===== config.mk =====
export PLATFORM = sky130hd
export DESIGN_NAME = ps2_host_tx_flat
export DESIGN_NICKNAME = d
export VERILOG_FILES = /design/src/rtl/ps2_host_tx_if.sv /design/src/rtl/ps2_host_tx.sv /design/src/flat_wrapper.sv
export SDC_FILE = /design/constraint.sdc
export NUM_CORES = 1
export LEC_CHECK = 0
export ABC_AREA = 1
export CORE_MARGIN = 4
export CORE_UTILIZATION = 64
export DETAILED_ROUTE_END_ITERATION = 10
export PLACE_DENSITY = 0.85
export SETUP_SLACK_MARGIN = 0.05
export SYNTH_ARGS = -nofsm -noshare
export SYNTH_HDL_FRONTEND = slang
export SYNTH_SLANG_ARGS = --single-unit

===== constraint.sdc =====
create_clock -name clk -period 4.9 [get_ports clk]
set_clock_uncertainty 0.1 [all_clocks]
set_input_delay 0.49 -clock clk [delete_from_list [all_inputs] [get_ports clk]]
set_output_delay 0.49 -clock clk [all_outputs]
set_load 0.02 [all_outputs]

===== src/rtl/ps2_host_tx_if.sv =====
// ps2_host_tx_if: command handshake and PS/2 pad signals between a host-side driver and the transmitter.
//   wr_ps2/din       : write strobe and command byte (driver -> transmitter)
//   ps2c_in/ps2d_in  : PS/2 clock/data pad levels (pad -> transmitter)
//   ps2c_oe/ps2d_oe  : open-drain pull-low enables (transmitter -> pad)
//   tx_idle, tx_done_tick, tx_err_tick : status back to the driver
interface ps2_host_tx_if;
  logic       wr_ps2;
  logic [7:0] din;
  logic       ps2c_in;
  logic       ps2d_in;
  logic       ps2c_oe;
  logic       ps2d_oe;
  logic       tx_idle;
  logic       tx_done_tick;
  logic       tx_err_tick;
  modport master (
    output wr_ps2, din, ps2c_in, ps2d_in,
    input  ps2c_oe, ps2d_oe, tx_idle, tx_done_tick, tx_err_tick
  );
  modport slave (
    input  wr_ps2, din, ps2c_in, ps2d_in,
    output ps2c_oe, ps2d_oe, tx_idle, tx_done_tick, tx_err_tick
  );
endinterface


===== src/rtl/ps2_host_tx.sv =====
// ps2_host_tx: host-to-device PS/2 transmitter sending one command byte with odd parity and ack check.
//   clk   : system clock
//   reset : asynchronous active-low reset
//   bus   : ps2_host_tx_if.slave (write strobe/byte in, pad levels in, pad pull-low enables and status out)
module ps2_host_tx #(
  parameter int RTS_CYCLES     = 12000,
  parameter int TIMEOUT_CYCLES = 2000000,
  parameter int FILT_LEN       = 8
) (
  input logic          clk,
  input logic          reset,
  ps2_host_tx_if.slave bus
);
  localparam int MAXC = (RTS_CYCLES > TIMEOUT_CYCLES) ? RTS_CYCLES : TIMEOUT_CYCLES;
  localparam int CW   = $clog2(MAXC + 1);
  localparam int FW   = $clog2(FILT_LEN + 1);
  typedef enum logic [2:0] {IDLE, RTS, START, DATA, STOP, ACK} state_t;
  state_t        state_q, state_d;
  logic [1:0]    c_sync_q, d_sync_q;
  logic          filt_q, filt_d;
  logic [FW-1:0] fcnt_q, fcnt_d;
  logic          flip, fall;
  logic [8:0]    pkt_q, pkt_d;
  logic [3:0]    n_q, n_d;
  logic [CW-1:0] cnt_q, cnt_d;
  logic          done_q, done_d, err_q, err_d;
  logic          wd, timeout;
  // Filtered clock flips on the FILT_LEN-th consecutive sample that disagrees with it.
  assign flip   = (c_sync_q[1] != filt_q) && (fcnt_q == FW'(FILT_LEN - 1));
  assign filt_d = flip ? c_sync_q[1] : filt_q;
  assign fcnt_d = (flip || c_sync_q[1] == filt_q) ? '0 : fcnt_q + 1'b1;
  assign fall   = flip & filt_q;
  always_ff @(posedge clk or negedge reset) begin
    if (!reset) begin
      c_sync_q <= 2'b11;
      d_sync_q <= 2'b11;
      filt_q   <= 1'b1;
      fcnt_q   <= '0;
    end else begin
      c_sync_q <= {c_sync_q[0], bus.ps2c_in};
      d_sync_q <= {d_sync_q[0], bus.ps2d_in};
      filt_q   <= filt_d;
      fcnt_q   <= fcnt_d;
    end
  end
  always_ff @(posedge clk or negedge reset) begin
    if (!reset) begin
      state_q <= IDLE;
      pkt_q   <= '0;
      n_q     <= '0;
      cnt_q   <= '0;
      done_q  <= 1'b0;
      err_q   <= 1'b0;
    end else begin
      state_q <= state_d;
      pkt_q   <= pkt_d;
      n_q     <= n_d;
      cnt_q   <= cnt_d;
      done_q  <= done_d;
      err_q   <= err_d;
    end
  end
  always_comb begin
    state_d = state_q;
    pkt_d   = pkt_q;
    n_d     = n_q;
    cnt_d   = cnt_q;
    done_d  = 1'b0;
    err_d   = 1'b0;
    wd      = state_q inside {START, DATA, STOP, ACK};
    timeout = wd && (cnt_q == CW'(TIMEOUT_CYCLES - 1));
    case (state_q)
      IDLE: if (bus.wr_ps2) begin
        state_d = RTS;
        pkt_d   = {~^bus.din, bus.din};
        cnt_d   = '0;
      end
      RTS: begin
        cnt_d   = (cnt_q == CW'(RTS_CYCLES - 1)) ? '0 : cnt_q + 1'b1;
        state_d = (cnt_q == CW'(RTS_CYCLES - 1)) ? START : RTS;
      end
      START: if (fall) begin
        state_d = DATA;
        n_d     = '0;
      end
      DATA: if (fall) begin
        pkt_d   = pkt_q >> 1;
        n_d     = n_q + 1'b1;
        state_d = (n_q == 4'd8) ? STOP : DATA;
      end
      STOP: state_d = fall ? ACK : STOP;
      ACK: if (fall) begin
        state_d = IDLE;
        done_d  = ~d_sync_q[1];
        err_d   = d_sync_q[1];
      end
      default: state_d = IDLE;
    endcase
    if (wd) cnt_d = cnt_q + 1'b1;
    // Watchdog expiry overrides any simultaneous clock edge.
    if (timeout) begin
      state_d = IDLE;
      done_d  = 1'b0;
      err_d   = 1'b1;
    end
  end
  always_comb begin
    bus.tx_idle      = state_q == IDLE;
    bus.ps2c_oe      = state_q == RTS;
    bus.ps2d_oe      = (state_q == START) || (state_q == DATA && !pkt_q[0]);
    bus.tx_done_tick = done_q;
    bus.tx_err_tick  = err_q;
  end
endmodule


===== src/flat_wrapper.sv =====
// flat-port wrapper written by rule: the top's interface ports become plain ports
module ps2_host_tx_flat 
#(
  parameter int RTS_CYCLES     = 12000,
  parameter int TIMEOUT_CYCLES = 2000000,
  parameter int FILT_LEN       = 8
)
  (clk, reset, bus_wr_ps2, bus_din, bus_ps2c_in, bus_ps2d_in, bus_ps2c_oe, bus_ps2d_oe, bus_tx_idle, bus_tx_done_tick, bus_tx_err_tick);
  ps2_host_tx_if bus_i ();
  input logic clk;
  input logic reset;
  input wire logic [$bits(bus_i.wr_ps2)-1:0] bus_wr_ps2;
  input wire logic [$bits(bus_i.din)-1:0] bus_din;
  input wire logic [$bits(bus_i.ps2c_in)-1:0] bus_ps2c_in;
  input wire logic [$bits(bus_i.ps2d_in)-1:0] bus_ps2d_in;
  output wire logic [$bits(bus_i.ps2c_oe)-1:0] bus_ps2c_oe;
  output wire logic [$bits(bus_i.ps2d_oe)-1:0] bus_ps2d_oe;
  output wire logic [$bits(bus_i.tx_idle)-1:0] bus_tx_idle;
  output wire logic [$bits(bus_i.tx_done_tick)-1:0] bus_tx_done_tick;
  output wire logic [$bits(bus_i.tx_err_tick)-1:0] bus_tx_err_tick;
  assign bus_i.wr_ps2 = bus_wr_ps2;
  assign bus_i.din = bus_din;
  assign bus_i.ps2c_in = bus_ps2c_in;
  assign bus_i.ps2d_in = bus_ps2d_in;
  assign bus_ps2c_oe = bus_i.ps2c_oe;
  assign bus_ps2d_oe = bus_i.ps2d_oe;
  assign bus_tx_idle = bus_i.tx_idle;
  assign bus_tx_done_tick = bus_i.tx_done_tick;
  assign bus_tx_err_tick = bus_i.tx_err_tick;
  ps2_host_tx #(.RTS_CYCLES(RTS_CYCLES), .TIMEOUT_CYCLES(TIMEOUT_CYCLES), .FILT_LEN(FILT_LEN)) u_core (.clk(clk), .reset(reset), .bus(bus_i));
endmodule

==> flow_summary.toml, run 1 <==
[cells_and_area]
area_growth_pct = 9.76
finish.utilization_pct = 73.3
layout_nets = 454
num-fill-cells = 356
fin_area_sq_um = 3240
antenna_cells = 0
post_route_cells_drive_above_1_share_pct = 7.53
filler_free_cell_count_of_the_finished_design = 490

[die]
die_area_sq_um = 5760
boundaryPins = 18
initial_utilization_pct = 66.8
floorplan.core_area_sq_um = 4410
placement_rows = 24
chipWidth_um = 75.9
fp.dieH_um = 75.9

[cts]
tritoncts = "yes"
ctsHtreeMaxLevel = 2
insertion_delay_ns = 0.30
cts_hold_buffers = 0
cts_buffer_depth = 2
cts.root.buffer_cell = "sky130_fd_sc_hd__clkbuf_8"
cts.clk_slew.worst_paths_ns = 0.10
post_cts.resized_instances = 0
tritoncts_num_sinks = 48
cts_made_buffers = 5
cts_setup_buffers = 0

[sta]
totalNegativeSetupSlack_ns = 0
period_share_pct = 49.8
finalHoldViolCount = 0
final_critical_path_setup_slack_ns = 2.46
tightestPinTransition_ns = 1.05
slew-limit-headroom_pct = 30.3
final.min_clock_period_ns = 2.44
max_freq_mhz = 410
final.hold.worst_slack_ns = 0.262
rsz0062_at_grt = "false"
timing_max_transition_violations_final = 0
setup_viol_count_final = 0

[setup_path]
regToRegSetupSlack_ns = 2.96
crit_buf_inv = 2
timing.critical_path.max_delay_family = "buffers and inverters"
r2r_depth = 6
crit-reg2reg-launch = "u_core.state_q[1]"
maximum_fanout_count_along_the_critical_path = 15
critical_path.max_stage_delay_ns = 0.63
ordered_list_of_cells_on_the_worst_path = "nor3_2 > buf_4 > clkdlybuf4s50_1"
cpMaxStageDelayCell = "sky130_fd_sc_hd__clkdlybuf4s50_1"
cp.arrival_ns = 1.85
critical_path_required_ns = 4.31
worstSetupStartpointType = "register"
worst_r2r_endpoint = "u_core.pkt_q[5]"
timing.critical_path.to_type = "output pin"
timing_worst_setup_path_type = "register to output pin"
critical_path_depth = 3

[synthesis]
post_synth_instance_area_sq_um = 2950
postSynthRegisterBits = 48
synth-main-ff-cell = "sky130_fd_sc_hd__dfrtp_1"
synth.distinct_cells = 32
synth.most_common_cell = "sky130_fd_sc_hd__nand2_1"
synthCells = 419
synthTopCellsByArea = "sky130_fd_sc_hd__dfrtp_1, sky130_fd_sc_hd__nand2_1, sky130_fd_sc_hd__nor2_1"
ys_seq_area_share_pct = 41.0
number_of_enable_flip_flop_cells_after_synthesis = 0
post-synth-top-area-cell = "sky130_fd_sc_hd__dfrtp_1"
syn_area_per_cell_sq_um = 7.04
synthesis.nets = 436
most_used_standard_cells_in_the_synthesized_netlist = "sky130_fd_sc_hd__nand2_1, sky130_fd_sc_hd__nor2_1, sky130_fd_sc_hd__dfrtp_1, sky130_fd_sc_hd__inv_1, sky130_fd_sc_hd__nand3_1"
post-synth-top-area-fraction_pct = 36.5
postSynth.asyncResetShare_pct = 100
yosysWarnings = 0

[place]
io_buffer_count = 17
post-dp-hpwl_mm = 4.92
gp_congestion = 0.958
placed_cells_incl_taps = 482
dp_slack_ns = 2.80
place_area_sq_um = 3150

[drt]
detail_route.iter0.violations = 239
drt.antenna.violating_nets = 0
via_count = 2718
route.detailed.drc = 0
detailedRoute.firstPassIterationCount = 5
route.final.wire_length_mm = 6.58
wl_per_cell_um = 13.4
route.detailed.vias_per_inst = 5.55

[hold_path]
hold_path_startpoint = "u_core.c_sync_q[0]"
hp_class = "register to register"
worstHoldPathCells = 0
hold_end = "u_core.c_sync_q[1]"

[global_route]
antenna_violations_before_repair = 0
grt_max_degree = 49
first_pass_grt_wire_length_mm = 11.2
grt_overflow_total = 0
global_route.usage.total_pct = 25.3
grt_pass1_vias = 2447

[pwr]
p_leak_nw = 1.48
vdd_ir_drop_max_mv = 0.287
power.density_cell_area_nw_per_um2 = 373
design_power_total_mw = 1.21

[status]
status = "finished, final reports clean"

[run]
max-cap-violations = 0
[registers in the layout, indices dropped and copies added (netlist names)]
signal,cells
u_core.cnt_q,21
u_core.pkt_q,9
u_core.fcnt_q,4
u_core.n_q,4
u_core.state_q,3
u_core.c_sync_q,2
u_core.d_sync_q,2
u_core.bus.tx_done_tick,1
u_core.bus.tx_err_tick,1
u_core.filt_q,1
[placed cells by master (no fill, tap or decap), types with 5 or more instances in the layout]
cell and instances:
sky130_fd_sc_hd__inv_1 39, sky130_fd_sc_hd__nor2_1 67, sky130_fd_sc_hd__nand3_1 36, sky130_fd_sc_hd__clkdlybuf4s50_1 16, sky130_fd_sc_hd__nand2_1 137, sky130_fd_sc_hd__o21ai_0 15
sky130_fd_sc_hd__clkbuf_8 5, sky130_fd_sc_hd__inv_2 5, sky130_fd_sc_hd__xor2_1 10, sky130_fd_sc_hd__dfrtp_1 43, sky130_fd_sc_hd__nor3_1 8, sky130_fd_sc_hd__a31oi_1 6
sky130_fd_sc_hd__dfstp_2 5, sky130_fd_sc_hd__xnor2_1 8
[power by group]
group          switching [mW]  internal, mW
registers              0.0985         0.494
clock network           0.144         0.102
logic                   0.230         0.139
[cell type report]
cell class | instances | area, sq um | area share [%]
clock buffer | 5 | 68.8 | 2.13
clock inverter | 3 | 21.3 | 0.657
multi-input combinational | 320 | 1540 | 47.4
tap | 52 | 65.1 | 2.01
timing repair buffer | 18 | 173 | 5.34
sequential | 48 | 1210 | 37.3
inverter | 44 | 165 | 5.10
[how the worst max path moves through the flow]
stage,startpoint,end
3_5_place_dp,u_core.state_q[2],bus_ps2c_oe
2_1_floorplan,u_core.state_q[2],bus_ps2c_oe
4_1_cts,u_core.state_q[2],bus_ps2c_oe
5_1_grt,u_core.state_q[1],bus_tx_idle
6_report,u_core.state_q[2],bus_ps2c_oe
3_3_place_gp,u_core.state_q[2],bus_ps2c_oe
[worst register-to-register path, delay by kind of cell (launching register included)]
kind,cells,cell delay [ns]
flip-flops,1,0.49
AO/OA/AOI/OAI,1,0.17
AND/OR/NAND/NOR,4,1.00
buffers and inverters,1,0.09
[routing by layer]
metal	track usage [%]	routed length, um
met1	36.8	3080
met2	38.8	2930
met3	5.67	512
met4	5.44	60
met5	0	0
[cells by family after synthesis]
| kind of cell | Yosys count | synth area share [%] |
|---|---|---|
| buffers and inverters | 51 | 6.96 |
| AOI/OAI and AO/OA | 31 | 6.37 |
| xor gates and xnor gates | 18 | 5.35 |
| adders and majority gates | 4 | 1.70 |
| DFF | 48 | 41.0 |
| and+or+nand+nor | 267 | 38.7 |
Note: power is estimated with default switching activity, not from simulation.
==> run 2, diff against run 1 <==
CORE_UTILIZATION = 59   (was 64)
PLACE_DENSITY = 0.79   (was 0.85)
clock period = 2.3 ns   (was 4.9 ns; I/O delays follow)
==> flow_summary.toml, run 2 (synthesized netlist as in run 1, its figures left out) <==
[status]
status = "finished, final reports clean"

[sta]
rsz0062_at_grt = "false"
setup_viol_count_final = 0
final_critical_path_setup_slack_ns = 0.168
max_freq_mhz = 469
totalNegativeSetupSlack_ns = 0
period_share_pct = 92.7
finalHoldViolCount = 0
tightestPinTransition_ns = 0.880
timing_max_transition_violations_final = 0
final.min_clock_period_ns = 2.13
slew-limit-headroom_pct = 41.3

[die]
die_area_sq_um = 6190
floorplan.core_area_sq_um = 4790
boundaryPins = 18
placement_rows = 25
chipWidth_um = 78.7
initial_utilization_pct = 61.6
fp.dieH_um = 78.7

[hold_path]
hp_class = "input pin to register"
hold_end = "u_core.d_sync_q[0]"
worstHoldPathCells = 1
hold_path_startpoint = "bus_ps2d_in"

[place]
gp_congestion = 0.933
io_buffer_count = 17
dp_slack_ns = 0.447
post-dp-hpwl_mm = 4.91

[setup_path]
crit-reg2reg-launch = "u_core.cnt_q[0]"
critical_path_required_ns = 1.97
r2r_depth = 9
timing_worst_setup_path_type = "register to output pin"
cp.arrival_ns = 1.80
timing.critical_path.to_type = "output pin"
maximum_fanout_count_along_the_critical_path = 7
regToRegSetupSlack_ns = 0.41
worstSetupStartpointType = "register"
worst_r2r_endpoint = "u_core.cnt_q[18]"

[global_route]
grt_util_met1_pct = 34.2
busiest_layer = "met2"
grt_overflow_total = 0
first_pass_grt_wire_length_mm = 11.9
global_route.usage.total_pct = 24.3
grt_pass1_vias = 2645
grt_max_degree = 41
antenna_violations_before_repair = 0
groute.layer.met2.usage_pct = 38.3
grt.met3_usage_pct = 4.24

[cells_and_area]
post_route_cells_drive_above_1_share_pct = 8.37
biggestRegsByFlops = "u_core.cnt_q: 21 flops, u_core.pkt_q: 9 flops"
mostFrequentLayoutCells = "sky130_fd_sc_hd__nand2_1, sky130_fd_sc_hd__nor2_1, sky130_fd_sc_hd__dfrtp_1"
antenna_cells = 0
largest_register_ff_count = 21
layout_nets = 458
area_growth_pct = 13.2
regMostFlops = "u_core.cnt_q"
most_common_library_cell_in_the_layout_ignoring_fill_and_taps = "sky130_fd_sc_hd__nand2_1"
num-fill-cells = 422

[cts]
cts_setup_buffers = 0
tritoncts = "yes"
insertion_delay_ns = 0.30
tritoncts_num_sinks = 48
ctsHtreeMaxLevel = 2
cts.clk_slew.worst_paths_ns = 0.09
cts_made_buffers = 5
cts.root.buffer_cell = "sky130_fd_sc_hd__clkbuf_8"
cts_buffer_depth = 2

[drt]
drt.antenna.violating_nets = 0
detail_route.iter0.violations = 213
route.detailed.drc = 0
route.detailed.vias_per_inst = 5.36
route.final.wire_length_mm = 6.79
via_count = 2729
detailedRoute.firstPassIterationCount = 4
wl_per_cell_um = 13.3

[pwr]
vdd_ir_drop_max_mv = 0.670
power.density_cell_area_nw_per_um2 = 842
p_leak_nw = 1.53

[run]
max-cap-violations = 0
run 2: cell types whose count changed in the layout (fill, tap and decap cells not counted), sizes merged:
cell         change
dlygate4sd3      +1
clkinv           -1
clkinvlp         -1
buf              +3
bufinv           +2
run 2: critical path, cell delays in order, from the launching register on:
cell and delay [ns]:
sky130_fd_sc_hd__dfrtp_2 0.48, sky130_fd_sc_hd__inv_2 0.12, sky130_fd_sc_hd__nand2_1 0.13, sky130_fd_sc_hd__a21oi_1 0.16, sky130_fd_sc_hd__clkdlybuf4s50_1 0.62
run 2: repair_timing:
| item | in CTS | in global routing |
|---|---|---|
| gates resized for setup | 0 | 1 |
| hold buffers | 1 | 0 |
| endpoints found under the setup margin | 0 | 1 |
| endpoints found under the hold margin | 33 | 0 |
run 2: area by class of cell:
| type | instances | area [sq um] | area share (%) |
|---|---|---|---|
| inverter | 44 | 165 | 4.95 |
| timing repair buffer | 22 | 205 | 6.15 |
| sequential | 48 | 1210 | 36.2 |
| clock buffer | 5 | 68.8 | 2.06 |
| tap | 67 | 83.8 | 2.51 |
| multi-input combinational | 320 | 1540 | 46.0 |
| clock inverter | 3 | 68.8 | 2.06 |
run 2: report_power, final:
part	total [mW]	switching (mW)	internal, mW
Sequential	1.26	0.211	1.05
Clock	0.741	0.303	0.438
Combinational	0.807	0.506	0.301
Total	2.81	1.02	1.79
run 2: metal layers:
layer	vias to the layer above	share of wire [%]
li1	1374	-
met3	10	5.5
met1	1263	47
met2	82	46
met4	0	1.3
met5	-	0
run 2: worst max path at each step:
stage                     slack, ns               from         endpoint  cells past startpoint
after CTS                      0.12  u_core.state_q[2]      bus_ps2d_oe                      4
after floorplan                0.72   u_core.fcnt_q[0]  u_core.pkt_q[6]                     10
after detailed placement       0.45         bus_wr_ps2  u_core.cnt_q[8]                      8
after global routing           0.06  u_core.state_q[2]      bus_ps2d_oe                      4
final                          0.17  u_core.state_q[2]      bus_ps2d_oe                      4
after global placement         0.49  u_core.state_q[2]      bus_ps2d_oe                      4
run 2: stage by stage:
stage / instance area (sq um) / util, % / std cells / total power, mW / hold WS, ns
after detailed placement: 3190 / 66.6 / 500 / 2.07 / 0.248
after global routing: 3340 / 69.7 / 509 / 3.01 / 0.217
after global placement: 3190 / 66.6 / 500 / 2.04 / 0.246
after CTS: 3330 / 69.7 / 509 / 2.82 / 0.224
final: 3340 / 69.7 / 509 / 2.81 / 0.228
after floorplan: 2950 / - / 419 / 1.81 / -0.166
==> RTL edit 1: new RTL, flow settings as in run 2 <==
`FILT_LEN` is set to 8 in 2 places; all go to 16.
--- a/src/rtl/ps2_host_tx.sv
+++ b/src/rtl/ps2_host_tx.sv
@@ -7,3 +7,3 @@
   parameter int TIMEOUT_CYCLES = 2000000,
-  parameter int FILT_LEN       = 8
+  parameter int FILT_LEN       = 16
 ) (
--- a/src/flat_wrapper.sv
+++ b/src/flat_wrapper.sv
@@ -5,3 +5,3 @@
   parameter int TIMEOUT_CYCLES = 2000000,
-  parameter int FILT_LEN       = 8
+  parameter int FILT_LEN       = 16
 )
Behaviour: same outputs for any inputs over 10 cycles, from zero or initial values and one cycle with reset low; that may be too few to reach the edited logic, so the function may still have changed.
==> RTL edit 1 against run 2 <==
Cell area did not move. Setup slack got worse by 0.035 ns. Sequential share of layout area increased by 0.71 points. Core utilization shrank 0.45 points. Total power fell by 9.3%. Critical endpoint is now bus_ps2c_oe. Sequential cell count is 1 higher. Register-to-register slack got worse by 0.04 ns. Maximum frequency shrank 1.6%. Area after synthesis increased by 1.4%. Wire length decreased by 3.8%.
==> RTL edit 1: results (changes against run 2) <==
Placed cell count = 482 (-3.6%)
Flop2flop setup slack = 0.37 ns (-0.04 ns)
WL per Instance = 13.3 um (-0.43%)
Final net count = 442 (-3.5%)
Vias per cell = 5.41 (+0.84%)
Vias in the first global route = 2548 (-3.7%)
Detailed placement HPWL = 4960 um (+1.1%)
Sequential-to-total area share from yosys stat = 41.2% (+0.27 points)
Hold wc startpoint = bus_ps2c_in
Pin count of the biggest net entering global routing = 29 (-29%)
Maximum vdd drop = 471 uV (-30%)
Post-Place Setup Slack = 0.226 ns (-0.221 ns)
CP arrival = 1.84 ns (+0.04 ns)
FF-to-FF path depth = 7 (-2)
WHS Endpoint = u_core.c_sync_q[0]
Crit. Startpoint = u_core.state_q[0]
Leakage = 1.47 nW (-3.9%)
Layout cells sized above 1 = 9.18% (+0.81 points)
Final Routed Wirelength = 6540 um (-3.8%)
Synthesized Nets = 422 (-3.2%)
Commonest cells post-synth = nand2_1, nor2_1, dfrtp_1
Top post-synthesis cells by area = dfrtp_1, nand2_1, nor2_1, inv_1, nand3_1
FF-to-FF End = u_core.cnt_q[10]
Worst slew pin tran = 0.590 ns (-0.290 ns)
Total GRT Usage = 23.1% (-1.2 points)
Post-synth cell types = 36 (+13%)
CP Max Fanout = 8 (+1)
Status = complete, no violations
Biggest registers after layout = u_core.cnt_q: 21 flops, u_core.pkt_q: 9 flops, u_core.fcnt_q: 5 flops
## RTL edit 1: layout make-up
type | count | area (um^2)
Multi-Input combinational cell | 300 | 1530
Fill cell | 437 | 1480
Sequential cell | 49 | 1230
Timing Repair Buffer | 22 | 216
Inverter | 46 | 173
Tap cell | 67 | 83.8
Clock buffer | 5 | 68.8
Clock inverter | 3 | 28.8
## RTL edit 1: report_power, final
group          switching [mW]  internal [mW]  total, mW
clock                   0.322          0.228      0.550
sequential              0.185           1.04       1.23
combinational           0.482          0.290      0.772
total                   0.989           1.56       2.55
## RTL edit 1: repair_timing
| item | CTS | global route |
|---|---|---|
| pin swaps | 0 | 1 |
| endpoints found under the setup margin | 1 | 8 |
| gates cloned | 0 | 0 |
| resized for setup | 1 | 1 |
| buffers inserted | 0 | 1 |
| endpoints found under the hold margin | 21 | 0 |
| hold buffers | 1 | 0 |
## RTL edit 1: how the worst max path moves through the flow
stage / to / slack [ns] / cells past startpoint
global placement: u_core.state_q[0] / 0.32 / 10
floorplan: u_core.pkt_q[1] / 0.51 / 9
CTS: bus_ps2c_oe / 0.14 / 3
detailed placement: u_core.pkt_q[2] / 0.23 / 8
finish: bus_ps2c_oe / 0.13 / 3
global route: bus_ps2c_oe / 0.06 / 3
## RTL edit 1: critical path, delay by kind of cell, from the launching register on
family	cells	cell delay, ns
DFF	1	0.53
and+or+nand+nor	1	0.22
buffers and inverters	2	0.77
## RTL edit 1: logic make-up after synthesis
| group | after synthesis | synth area share (%) |
|---|---|---|
| fa+ha+maj | 5 | 2.09 |
| simple gates | 234 | 34.4 |
| buf+inv | 55 | 7.66 |
| xor+xnor | 17 | 4.98 |
| compound gates | 44 | 9.59 |
| flops | 49 | 41.2 |
## RTL edit 1: routing by layer
| metal | part of all wire (%) | track usage [%] |
|---|---|---|
| met3 | 5.1 | 4.31 |
| met2 | 49 | 39.6 |
| met5 | 0 | 0 |
| met4 | 1.2 | 6.70 |
| met1 | 45 | 29.6 |
## RTL edit 1: per-stage QoR
stage / util (%) / instance area (um^2) / power [mW]
finish: 69.2 / 3340 / 2.55
global route: 69.2 / 3340 / 2.75
CTS: 68.7 / 3310 / 2.54
detailed placement: 66.5 / 3200 / 1.99
global placement: 66.5 / 3200 / 1.97
floorplan: - / 2990 / 1.76
==> RTL edit 2: new RTL, settings of run 2 <==
Made on the original files. Take the reset off `pkt_q` and load it in a clocked block of its own.
--- a/src/rtl/ps2_host_tx.sv
+++ b/src/rtl/ps2_host_tx.sv
@@ -48,3 +48,2 @@
       state_q <= IDLE;
-      pkt_q   <= '0;
       n_q     <= '0;
@@ -55,3 +54,2 @@
       state_q <= state_d;
-      pkt_q   <= pkt_d;
       n_q     <= n_d;
@@ -61,2 +59,6 @@
     end
+  end
+
+  always_ff @(posedge clk) begin
+    pkt_q <= pkt_d;
   end
Check against the original RTL: no difference found for any inputs over 10 cycles, from zero or initial values and one cycle with reset low; that may be too few to reach the edited logic, so the function may still have changed.
==> RTL edit 2 against run 2 <==
Area after synthesis fell by 0.81%. Cell count decreased by 4.9%. Total power decreased by 14%. Sequential cell count unchanged. Highest routed layer unchanged. Setup slack worse by 0.012 ns. Critical path type unchanged. Non-clock buffer count is 1 lower. Cell area down 2.4%. Die area decreased by 0.72%. First-iteration DRC count grew 28%. Wire length shrank 3.6%.
==> RTL edit 2: results (changes against run 2) <==
Status = complete, no violations
Leakage = 1.56 nW (+2.5%)
# fillers = 419 (-0.71%)
Final net count = 433 (-5.5%)
Worst slew pin tran = 0.860 ns (-0.0205 ns)
Synth Area in Compound Gates = 5.09% (-1.3 points)
DR iter-0 viols = 273 (+28%)
Detailed placement HPWL = 4850 um (-1.1%)
Routability cong. = 0.922 (-1.2%)
EDFF count, synth = 9 (+9)
Hold slack = 0.219 ns (-0.00892 ns)
Vias per cell = 5.42 (+1.0%)
WL met1 = 3000 um (-6.0%)
Worst hold path class = input port to register
Via count = 2622 (-3.9%)
Layout cells sized above 1 = 9.11% (+0.74 points)
Vias in the first global route = 2425 (-8.3%)
Synthesized Nets = 413 (-5.3%)
FMAX = 0.467 GHz (-0.54%)
Total GRT Usage = 23.2% (-1.1 points)
Top post-synthesis cells by area = dfrtp_1, nand2_1, edfxtp_1, nor2_1, inv_1
Pin count of the biggest net entering global routing = 40 (-2.4%)
Fraction of registers with async set/reset = 81.3% (-19 points)
Synth Area in Adders = 1.71% (+0.014 points)
Flop2flop setup slack = 0.37 ns (-0.04 ns)
Commonest cells post-synth = nand2_1, nor2_1, inv_1
Hold wc startpoint = bus_ps2c_in
Xor/xnor cell area share of the yosys netlist = 4.49% (-0.86 points)
Post-Place Setup Slack = 0.377 ns (-0.0706 ns)
RR Startpoint = u_core.fcnt_q[0]
First-pass GRT wire length = 11300 um (-5.0%)
Placed cell areas = 3150 um^2 (-1.1%)
Met3 routed WL = 414 um (+11%)
Placed cell count = 475 (-5.0%)
Maximum vdd drop = 651 uV (-2.7%)
-- RTL edit 2: changes by cell type in the layout (fill, tap and decap cells not counted), sizes merged, moves of 3 or more --
cell / before / now
edfxtp: 0 / 9
a31oi: 8 / 0
nand2: 140 / 126
dfrtp: 43 / 34
nand3: 38 / 33
nand4: 4 / 12
nor3: 10 / 7
-- RTL edit 2: area by class of cell --
type	instances	area (um^2)	area share (%)
multi-input cells	295	1460	44.9
flip-flops and latches	48	1250	38.5
repair buffers	21	200	6.15
inverters	45	169	5.19
well taps	67	83.8	2.58
clock buffers	5	68.8	2.11
clock inverters	3	20.0	0.615
-- RTL edit 2: path summary, 6_finish.rpt --
path,end,cells after the start
max,bus_ps2d_oe,4
min,u_core.c_sync_q[0],1
max reg2reg,u_core.pkt_q[7],8
min reg2reg,u_core.c_sync_q[1],0
max in group asynchronous,u_core.cnt_q[17],2
min in group asynchronous,u_core.cnt_q[10],2
-- RTL edit 2: timing repair --
action	in CTS	in global routing
endpoints found under the hold margin	34	0
hold buffers	1	0
gates resized for setup	0	1
endpoints found under the setup margin	0	1
-- RTL edit 2: metal layers --
| metal | GRT usage [%] | vias up |
|---|---|---|
| li1 | - | 1295 |
| met1 | 32.2 | 1198 |
| met2 | 37.5 | 109 |
| met3 | 3.33 | 20 |
| met4 | 7.52 | 0 |
| met5 | 0 | - |
-- RTL edit 2: power by group --
part | internal (mW) | switching, mW | total (mW)
sequential | 1.04 | 0.169 | 1.21
clock | 0.217 | 0.308 | 0.526
combinational | 0.244 | 0.435 | 0.679
total | 1.50 | 0.912 | 2.41
-- RTL edit 2: cells by family (layout without fill, tap and decap cells) --
logic type / count (synthesis) / count (layout)
and+or+nand+nor: 250 / 250
buffers and inverters: 53 / 74
DFF: 48 / 48
AOI/OAI and AO/OA: 26 / 26
xor gates and xnor gates: 15 / 15
adders and majority gates: 4 / 4
